## config.mk

```make
export PLATFORM = sky130hd
export DESIGN_NAME = bf_frame_ctrl
export DESIGN_NICKNAME = d
export VERILOG_FILES = /design/src/rtl/bf_pkg.sv /design/src/rtl/bf_raster_cnt.sv /design/src/rtl/bf_frame_ctrl.sv
export SDC_FILE = /design/constraint.sdc
export NUM_CORES = 1
export LEC_CHECK = 0
export ABC_CLOCK_PERIOD_IN_PS = 6800
export BUFFER_PORTS_ARGS = -buffer_cell sky130_fd_sc_hd__buf_2
export CORE_AREA = 2 2 139 107
export CTS_CLUSTER_SIZE = 16
export DETAILED_ROUTE_END_ITERATION = 16
export DIE_AREA = 0 0 141 109
export PLACE_DENSITY = 0.68
export SYNTH_ARGS = -nofsm -noshare
export SYNTH_HDL_FRONTEND = slang
export SYNTH_HIERARCHICAL = 1
export SYNTH_SLANG_ARGS = --single-unit
```

## constraint.sdc

```tcl
create_clock -name clk -period 6.8 [get_ports clk]
set_clock_uncertainty 0.2 [all_clocks]
set_input_delay 0.34 -clock clk [delete_from_list [all_inputs] [get_ports clk]]
set_output_delay 0.34 -clock clk [all_outputs]
set_load 0.03 [all_outputs]
```

## src/rtl/bf_pkg.sv

```systemverilog
// Shared constants and state encoding for the bilateral-filter frame sequencer.
package bf_pkg;
   localparam int IMG_W = 256;
   localparam int IMG_H = 256;
   localparam int N_PIX = IMG_W * IMG_H;
   localparam int AW    = 16;
   localparam int DW    = 8;
   localparam int WDOG  = 1900;

   typedef enum logic [2:0] {IDLE, LOAD, DRAIN, OUT, FIN} state_t;
endpackage

```

## src/rtl/bf_raster_cnt.sv

```systemverilog
// Raster position counter: linear address plus row/col, with position flags
// for the current position and a sticky done flag once the last pixel is consumed.
module bf_raster_cnt #(
   parameter int IMG_W = bf_pkg::IMG_W,
   parameter int IMG_H = bf_pkg::IMG_H,
   parameter int AW    = bf_pkg::AW
) (
   input  logic          clk,
   input  logic          rst,
   input  logic          clr,
   input  logic          en,
   output logic [AW-1:0] addr,
   output logic          sof,
   output logic          eol,
   output logic          last,
   output logic          done
);
   localparam int CW = (IMG_W > 1) ? $clog2(IMG_W) : 1;
   localparam int RW = (IMG_H > 1) ? $clog2(IMG_H) : 1;

   logic [CW-1:0] col;
   logic [RW-1:0] row;

   assign sof  = (col == '0) && (row == '0);
   assign eol  = (col == CW'(IMG_W - 1));
   assign last = eol && (row == RW'(IMG_H - 1));

   // addr is allowed to wrap when the frame fills the whole address space;
   // done is what tells the frame apart from an empty counter.
   always_ff @(posedge clk or negedge rst) begin
      if (!rst) begin
         addr <= '0;
         col  <= '0;
         row  <= '0;
         done <= 1'b0;
      end else if (clr) begin
         addr <= '0;
         col  <= '0;
         row  <= '0;
         done <= 1'b0;
      end else if (en) begin
         addr <= addr + AW'(1);
         if (last) begin
            col  <= '0;
            row  <= '0;
            done <= 1'b1;
         end else if (eol) begin
            col <= '0;
            row <= row + RW'(1);
         end else begin
            col <= col + CW'(1);
         end
      end
   end
endmodule

```

## src/rtl/bf_frame_ctrl.sv

```systemverilog
// Frame sequencer: raster load into the filter datapath, result collection
// into the result RAM, then a contiguous read-out burst and a finish pulse.
//
// state | meaning
// IDLE  | waiting for first pixel (captured in the same cycle)
// LOAD  | capturing pixels on in_valid, forwarding to datapath
// DRAIN | waiting for all results, bounded by the watchdog
// OUT   | reading result RAM k=0..N-1, then one cycle for the last beat
// FIN   | finish pulse, counters cleared
module bf_frame_ctrl #(
   parameter int IMG_W = bf_pkg::IMG_W,
   parameter int IMG_H = bf_pkg::IMG_H,
   parameter int AW    = bf_pkg::AW,
   parameter int DW    = bf_pkg::DW,
   parameter int WDOG  = bf_pkg::WDOG
) (
   input  logic          clk,
   input  logic          rst,
   input  logic          in_valid,
   input  logic [DW-1:0] in_data,
   output logic [AW-1:0] in_addr,
   output logic          out_valid,
   output logic [AW-1:0] out_addr,
   output logic [DW-1:0] out_data,
   output logic          finish,
   output logic          dp_pix_valid,
   output logic [DW-1:0] dp_pix_data,
   output logic          dp_sof,
   output logic          dp_eol,
   output logic          dp_last,
   input  logic          dp_res_valid,
   input  logic [DW-1:0] dp_res_data,
   output logic          rb_we,
   output logic [AW-1:0] rb_waddr,
   output logic [DW-1:0] rb_wdata,
   output logic          rb_re,
   output logic [AW-1:0] rb_raddr,
   input  logic [DW-1:0] rb_rdata,
   output logic          busy,
   output logic          err
);
   import bf_pkg::*;

   localparam int N   = IMG_W * IMG_H;
   localparam int WBW = $clog2(WDOG + 1);

   state_t         state, state_nx;
   logic           capture, ld_sof, ld_eol, ld_last, ld_done;
   logic           res_done, res_drop, out_done, wdog_to, cnt_clr;
   logic [AW-1:0]  res_cnt;
   logic [WBW-1:0] wdog_cnt;
   logic           o_sof_unused, o_eol_unused, o_last_unused;

   assign cnt_clr  = (state == FIN);
   assign capture  = in_valid && !ld_done && ((state == IDLE) || (state == LOAD));
   assign res_drop = dp_res_valid && res_done;
   assign rb_we    = dp_res_valid && !res_done;
   assign rb_waddr = res_cnt;
   assign rb_wdata = rb_we ? dp_res_data : '0;
   assign out_data = out_valid ? rb_rdata : '0;
   assign busy     = (state != IDLE);

   bf_raster_cnt #(.IMG_W(IMG_W), .IMG_H(IMG_H), .AW(AW)) u_ld_cnt (
      .clk  (clk),
      .rst  (rst),
      .clr  (cnt_clr),
      .en   (capture),
      .addr (in_addr),
      .sof  (ld_sof),
      .eol  (ld_eol),
      .last (ld_last),
      .done (ld_done)
   );

   bf_raster_cnt #(.IMG_W(IMG_W), .IMG_H(IMG_H), .AW(AW)) u_out_cnt (
      .clk  (clk),
      .rst  (rst),
      .clr  (cnt_clr),
      .en   (rb_re),
      .addr (rb_raddr),
      .sof  (o_sof_unused),
      .eol  (o_eol_unused),
      .last (o_last_unused),
      .done (out_done)
   );

   always_comb begin
      state_nx = state;
      rb_re    = 1'b0;
      finish   = 1'b0;
      wdog_to  = 1'b0;
      case (state)
         IDLE:    if (capture) state_nx = ld_last ? DRAIN : LOAD;
         LOAD:    if (capture && ld_last) state_nx = DRAIN;
         DRAIN: begin
            if (res_done) begin
               state_nx = OUT;
            end else if (wdog_cnt == '0) begin
               wdog_to  = 1'b1;
               state_nx = OUT;
            end
         end
         OUT: begin
            rb_re = !out_done;
            if (out_done) state_nx = FIN;
         end
         FIN: begin
            finish   = 1'b1;
            state_nx = IDLE;
         end
         default: state_nx = IDLE;
      endcase
   end

   always_ff @(posedge clk or negedge rst) begin
      if (!rst) begin
         state        <= IDLE;
         res_cnt      <= '0;
         res_done     <= 1'b0;
         wdog_cnt     <= '0;
         err          <= 1'b0;
         dp_pix_valid <= 1'b0;
         dp_pix_data  <= '0;
         dp_sof       <= 1'b0;
         dp_eol       <= 1'b0;
         dp_last      <= 1'b0;
         out_valid    <= 1'b0;
         out_addr     <= '0;
      end else begin
         state        <= state_nx;
         dp_pix_valid <= capture;
         dp_sof       <= capture && ld_sof;
         dp_eol       <= capture && ld_eol;
         dp_last      <= capture && ld_last;
         if (capture) dp_pix_data <= in_data;
         out_valid <= rb_re;
         if (rb_re) out_addr <= rb_raddr;
         if (cnt_clr) begin
            res_cnt  <= '0;
            res_done <= 1'b0;
         end else if (rb_we) begin
            res_cnt <= res_cnt + AW'(1);
            if (res_cnt == AW'(N - 1)) res_done <= 1'b1;
         end
         // watchdog is a down-counter reloaded whenever we are outside DRAIN
         if (state != DRAIN) wdog_cnt <= WBW'(WDOG - 1);
         else if (wdog_cnt != '0) wdog_cnt <= wdog_cnt - WBW'(1);
         if ((state == IDLE) && capture) err <= 1'b0;
         if (wdog_to || res_drop) err <= 1'b1;
      end
   end
endmodule
```

[Yosys cells after proc, flatten, opt, wreduce, memory -nomap -nowiden]
Index checks and enable logic that the tools add are counted.
Word-level totals
  input bits: 28
  output and inout bits: 98
  register bits: 127
  word-level logic and storage cells: 129
Cells by class
  reduce and logical (&&, ||, !) cells: 38
  $add $sub $neg: 8
  muxes and demuxes: 49
  equality and inequality tests: 14
Operators by type and width (number)
  two-way mux 8 bit: 18
  two-way mux 16 bit: 6
  adder 16 x 1 -> 16 bit, second input constant: 3
  adder 8 x 1 -> 8 bit, second input constant: 4
  == test 8 bit, second input constant: 4
  two-way mux 11 bit: 2
  == test 16 bit, second input constant: 1
  zero test 8 bit: 2
  two-way mux 1 bit: 16
  nonzero test 2 bit: 8
  two-way mux 3 bit: 5
  one-hot mux 3 bit (4 select lines): 1
  logical AND 1 bit: 11
  zero test 11 bit: 1
  nonzero test 11 bit: 1
  subtractor 11 x 1 -> 11 bit, second input constant: 1
  AND reduction 2 bit: 5
  nonzero test 3 bit: 3
  == test 3 x 2 -> 1 bit, second input constant: 2
  inequality test 2 x 1 -> 1 bit, second input constant: 2
  AND reduction 4 bit: 1
  == test 3 x 1 -> 1 bit, second input constant: 1
  == test 3 bit, second input constant: 1
  zero test 1 bit: 3
  other kinds (6): 7

[Longest topological paths before layout]
  word-level depth: 6
  depth in mapped cells: 10

[Hierarchy]
The synthesis kept the hierarchy.
Modules (own cells, without submodules)
  bf_raster_cnt: times used 2, seq. area each 825.8 sq um, area an instance 1767.9 sq um, cells an instance 184
  bf_frame_ctrl: times used 1, seq. area each 1526.5 sq um, area an instance 2806.4 sq um, cells an instance 251

[Worst setup path after synthesis]
OpenSTA, ideal clock, no wires.
  kind: reg-to-reg
  start point: reg state[1]
  end point: reg u_out_cnt.addr[15]
  arrival: 2577 ps
  setup slack: 3903 ps
  period minus slack after synthesis: 2897 ps
  stages on the path, launching flop included: 11
  path through: dfrtp_1 -> buf_2 -> nor2_1 -> nand2_1 -> inv_1 -> buf_1 -> o2111ai_2 -> buf_2 -> nor3_1 -> a21oi_1 -> a31o_2
On the way
  longest elaborated chain between the ends: 3
  elaborated cells between the ends (all ways): 5
  classes of those cells: eq/ne (2); mux (2); reduce/logical (1)
RTL lines
  from (decl): line bf_frame_ctrl.sv:47  | state_t state, state_nx;
  from (signal assigned): line bf_frame_ctrl.sv:130  | state <= state_nx;
  == test 3 x 2 -> 1 bit: line bf_frame_ctrl.sv:92  | case (state)
  two-way mux 1 bit: line bf_frame_ctrl.sv:92
  nonzero test 2 bit (no source line)
  to (signal assigned): line bf_raster_cnt.sv:42  | addr <= addr + AW'(1);
  to (decl): line bf_raster_cnt.sv:12  | output logic [AW-1:0] addr,
Several ways; a longest one is shown, not always the timed one.
A chain may end at the register's enable or synchronous reset.

[Worst setup path after layout]
  start point: reg state[1]
  end point: reg u_ld_cnt.addr[13]
On the way
  longest elaborated chain between the ends: 4
  elaborated cells between the ends (all ways): 7
  classes of those cells: eq/ne (2); mux (1); reduce/logical (4)
RTL lines
  == test 3 x 1 -> 1 bit or zero test 3 bit (tied branches): line bf_frame_ctrl.sv:55  | assign capture = in_valid && !ld_done && ((state == IDLE) || (state == LOAD));
  logical OR 1 bit: line bf_frame_ctrl.sv:55
  logical AND 1 bit: line bf_frame_ctrl.sv:55
  nonzero test 2 bit (no source line)
  to (signal assigned): line bf_raster_cnt.sv:42
  to (decl): line bf_raster_cnt.sv:12
Several ways; a longest one is shown, not always the timed one.

==> impl_results.md <==
- Share of power burned in combinational logic: 15.0%
- Transition time at the pin with the least slew margin: 905 ps
- Drt first-iter violations: 316
- IO Port Bufs: 125
- Horizontal die dimension: 141 µm
- Portion of the clock cycle consumed by the worst path in the final layout: 47.7%
- Post-synth net total: 653
- Cell class contributing the biggest share of worst-path delay: buffers and inverters
- P_leak: 0.00370 µW
- Arrival time at the worst endpoint: 3320 ps
- Final-layout setup total negative slack: 0 ps
- Headroom to the max-slew limit: 39.7%
- Final HPWL from detailed placement: 9.54 mm
- Clock root buffer master: sky130_fd_sc_hd__clkbuf_16
- Switching power: 623 µW
- WL per Instance: 15.1 µm
- Mean area per synthesized cell: 10.3 µm²
- Wire length of the first global-routing pass: 23.8 mm
- Via count: 5133
- Pin count of the biggest net entering global routing: 74
- Number of global-route vias before repair: 4904
- Cell Chain, Critical Path: nor2_1, nand2_1, inv_2, buf_4, o2111ai_2, nor4_1, xnor2_1, nor2_1
- Pre-CTS worst setup slack: 3600 ps
- WS Path Type: register to register
- Hold Crit Class: input port to register
- Number of remaining DRC errors: 0
- GR Layer Usage met2: 31.4%
- Number of diodes added for antenna fixing: 0
- Filler cell count: 1222
- Global placement routability congestion: 0.799
- Clock insertion delay at the later pin of the skew report: 410 ps
- Global routing usage summed across all routing layers: 19.2%
- RSZ-0062 raised after global routing: no
- Sw frac: 28.5%
- Effective utilization at floorplan: 44.6%
- GRT met3 Usage: 4.74%
- Layout net count: 789
- Critical path required time: 6880 ps
- Fraction of final layout cells with drive strength greater than 1: 27.3%
- Number of buffers on the longest clock path: 2
- Maximum achievable frequency: 308 MHz
- Worst-case vdd ir drop: 0.238 mV
- Capturing element type of the critical path: register
- Area Growth Syn to Fin: 23.9%
- Stage delay of the slowest cell on the critical path: 560 ps
- Worst Slack Setup Final: 3560 ps
- Leftover overflow at the end of global routing: 0
- Site Rows: 38
- Min Clock Period, post-route: 3240 ps
- Final cell area excluding filler cells: 7810 µm²
- Final Hold Vio Count: 0
- Clock tree from TritonCTS: done
- Highest-delay cell along the critical path: sky130_fd_sc_hd__buf_4
- Met1 Track Usage GR: 25.5%
- Layer carrying the most global-route usage: met2
- Drt first pass iters: 6
- Per-cell via count in the routed design: 5.45
- Routed Wire Length: 14.3 mm
- Count of final max-slew check failures: 0
- Critical path startpoint category: register
- Cell area after synthesis: 6300 µm²
- Largest fanout of any net on the critical path: 49
- Clock Power Share: 43.4%
- Synth warnings: 6
- Synthesized instance count: 613
- Initial antenna violation count: 0
- Ports placed on the boundary: 126
- Portion of total power attributed to sequential cells: 41.6%
- Placed Instance Area: 7100 µm²
- Placeable core region: 14100 µm²
- Number of H-tree branching levels: 4
- Buffers & Inverters on Critical Path: 2
- Final setup vio count: 0
- Seq. cell area: 3180 µm²
- Clk slew on worst S/H paths: 60 ps
- Outcome: complete, no violations
- Critical Path Most Common Cell: sky130_fd_sc_hd__nor2_1
- Reported max-cap violation count: 0
- Internal power consumption: 1560 µW
- Die span in y: 109 µm
- Post-CTS Resized: 0
- Multi-input combinational cell area: 2960 µm²
- Remaining antenna violation count: 0
- Number of buffers created by CTS: 17
- Area of the die: 15400 µm²
- Clk sink count: 127
- Power Density: 279 nW/µm²
[what timing repair did]
action                                 4_1_cts  5_1_grt
setup buffers                                0        0
hold buffers                                 9        0
endpoints found under the hold margin       62        0
[tightest hold or removal path: stages]
cell	delay, ps
sky130_fd_sc_hd__buf_2	130
sky130_fd_sc_hd__nand2_1	60
sky130_fd_sc_hd__o311ai_1	70
[final timing paths]
check / startpoint / to / slack [ps] / cells after the start
max in group asynchronous: rst / rb_waddr[5] / 4700 / 3
min reg2reg: out_addr[7] / out_addr[7] / 300 / 1
min in group asynchronous: rst / out_addr[1] / 330 / 2
max reg2reg: state[1] / u_ld_cnt/addr[13] / 3560 / 8
min: dp_res_valid / err / 40 / 3
max: state[1] / u_ld_cnt/addr[13] / 3560 / 8
[cell type report]
class	count	share of cell area, %
sequential	127	40.7
tap	180	2.88
clock buffer	19	5.80
inverter	20	0.961
multi-input combinational	445	37.9
clock inverter	13	2.15
timing repair buffer	138	9.58
[registers in the layout, indices dropped and copies added, names as in the netlist]
name and cells:
u_out_cnt/done 1, dp_pix_valid 1, dp_last 1, u_ld_cnt/row 8, res_done 1, u_out_cnt/col 8, rb_waddr 16, dp_sof 1
dp_eol 1, err 1, u_out_cnt/addr 16, wdog_cnt 11, out_valid 1, u_out_cnt/row 8, u_ld_cnt/done 1, dp_pix_data 8
state 3, u_ld_cnt/col 8, u_ld_cnt/addr 16, out_addr 16
[per-layer routing]
layer	wire [µm]	vias to the layer above	share of wire, %
li1	-	2471	-
met1	6530	2574	46
met2	7200	75	50
met3	417	13	2.9
met4	129	0	0.90
met5	0	-	0
[power by group through the flow]
stage | registers [µW] | logic, µW | clock network (µW)
after global routing | 921 | 358 | 1010
after global placement | 914 | 315 | 0
final | 908 | 326 | 948
after detailed placement | 918 | 324 | 0
after CTS | 907 | 331 | 967
after floorplan | 988 | 136 | 0
[per-stage QoR]
| stage | std cells | utilization (%) | hold slack [ps] | power, µW |
|---|---|---|---|---|
| after global routing | 942 | 55.3 | 32.9 | 2280 |
| final | 942 | 55.3 | 39.8 | 2180 |
| after global placement | 901 | 50.3 | 231 | 1230 |
| after CTS | 942 | 55.3 | 13.4 | 2200 |
| after detailed placement | 901 | 50.3 | 239 | 1240 |
| after floorplan | 613 | - | -156 | 1120 |
[layout by cell type (no fill, tap or decap), types with 6 or more instances in the layout]
cell	n
sky130_fd_sc_hd__nor2_1	70
sky130_fd_sc_hd__or3_1	21
sky130_fd_sc_hd__dlygate4sd3_1	9
sky130_fd_sc_hd__clkinv_2	8
sky130_fd_sc_hd__xnor2_1	23
sky130_fd_sc_hd__dfrtp_1	127
sky130_fd_sc_hd__xor2_1	24
sky130_fd_sc_hd__buf_2	124
sky130_fd_sc_hd__ha_1	12
sky130_fd_sc_hd__a31oi_1	6
sky130_fd_sc_hd__a21oi_1	31
sky130_fd_sc_hd__nand2b_1	8
sky130_fd_sc_hd__nor4_1	6
sky130_fd_sc_hd__nand3_1	18
sky130_fd_sc_hd__nand4_1	22
sky130_fd_sc_hd__nor3_1	13
sky130_fd_sc_hd__mux2_2	24
sky130_fd_sc_hd__clkbuf_16	17
sky130_fd_sc_hd__inv_1	19
sky130_fd_sc_hd__and3_1	11
sky130_fd_sc_hd__and2_1	19
sky130_fd_sc_hd__o21ai_0	28
sky130_fd_sc_hd__nand2_1	28
sky130_fd_sc_hd__and4_1	11
Power figures use the tool's default switching activity.
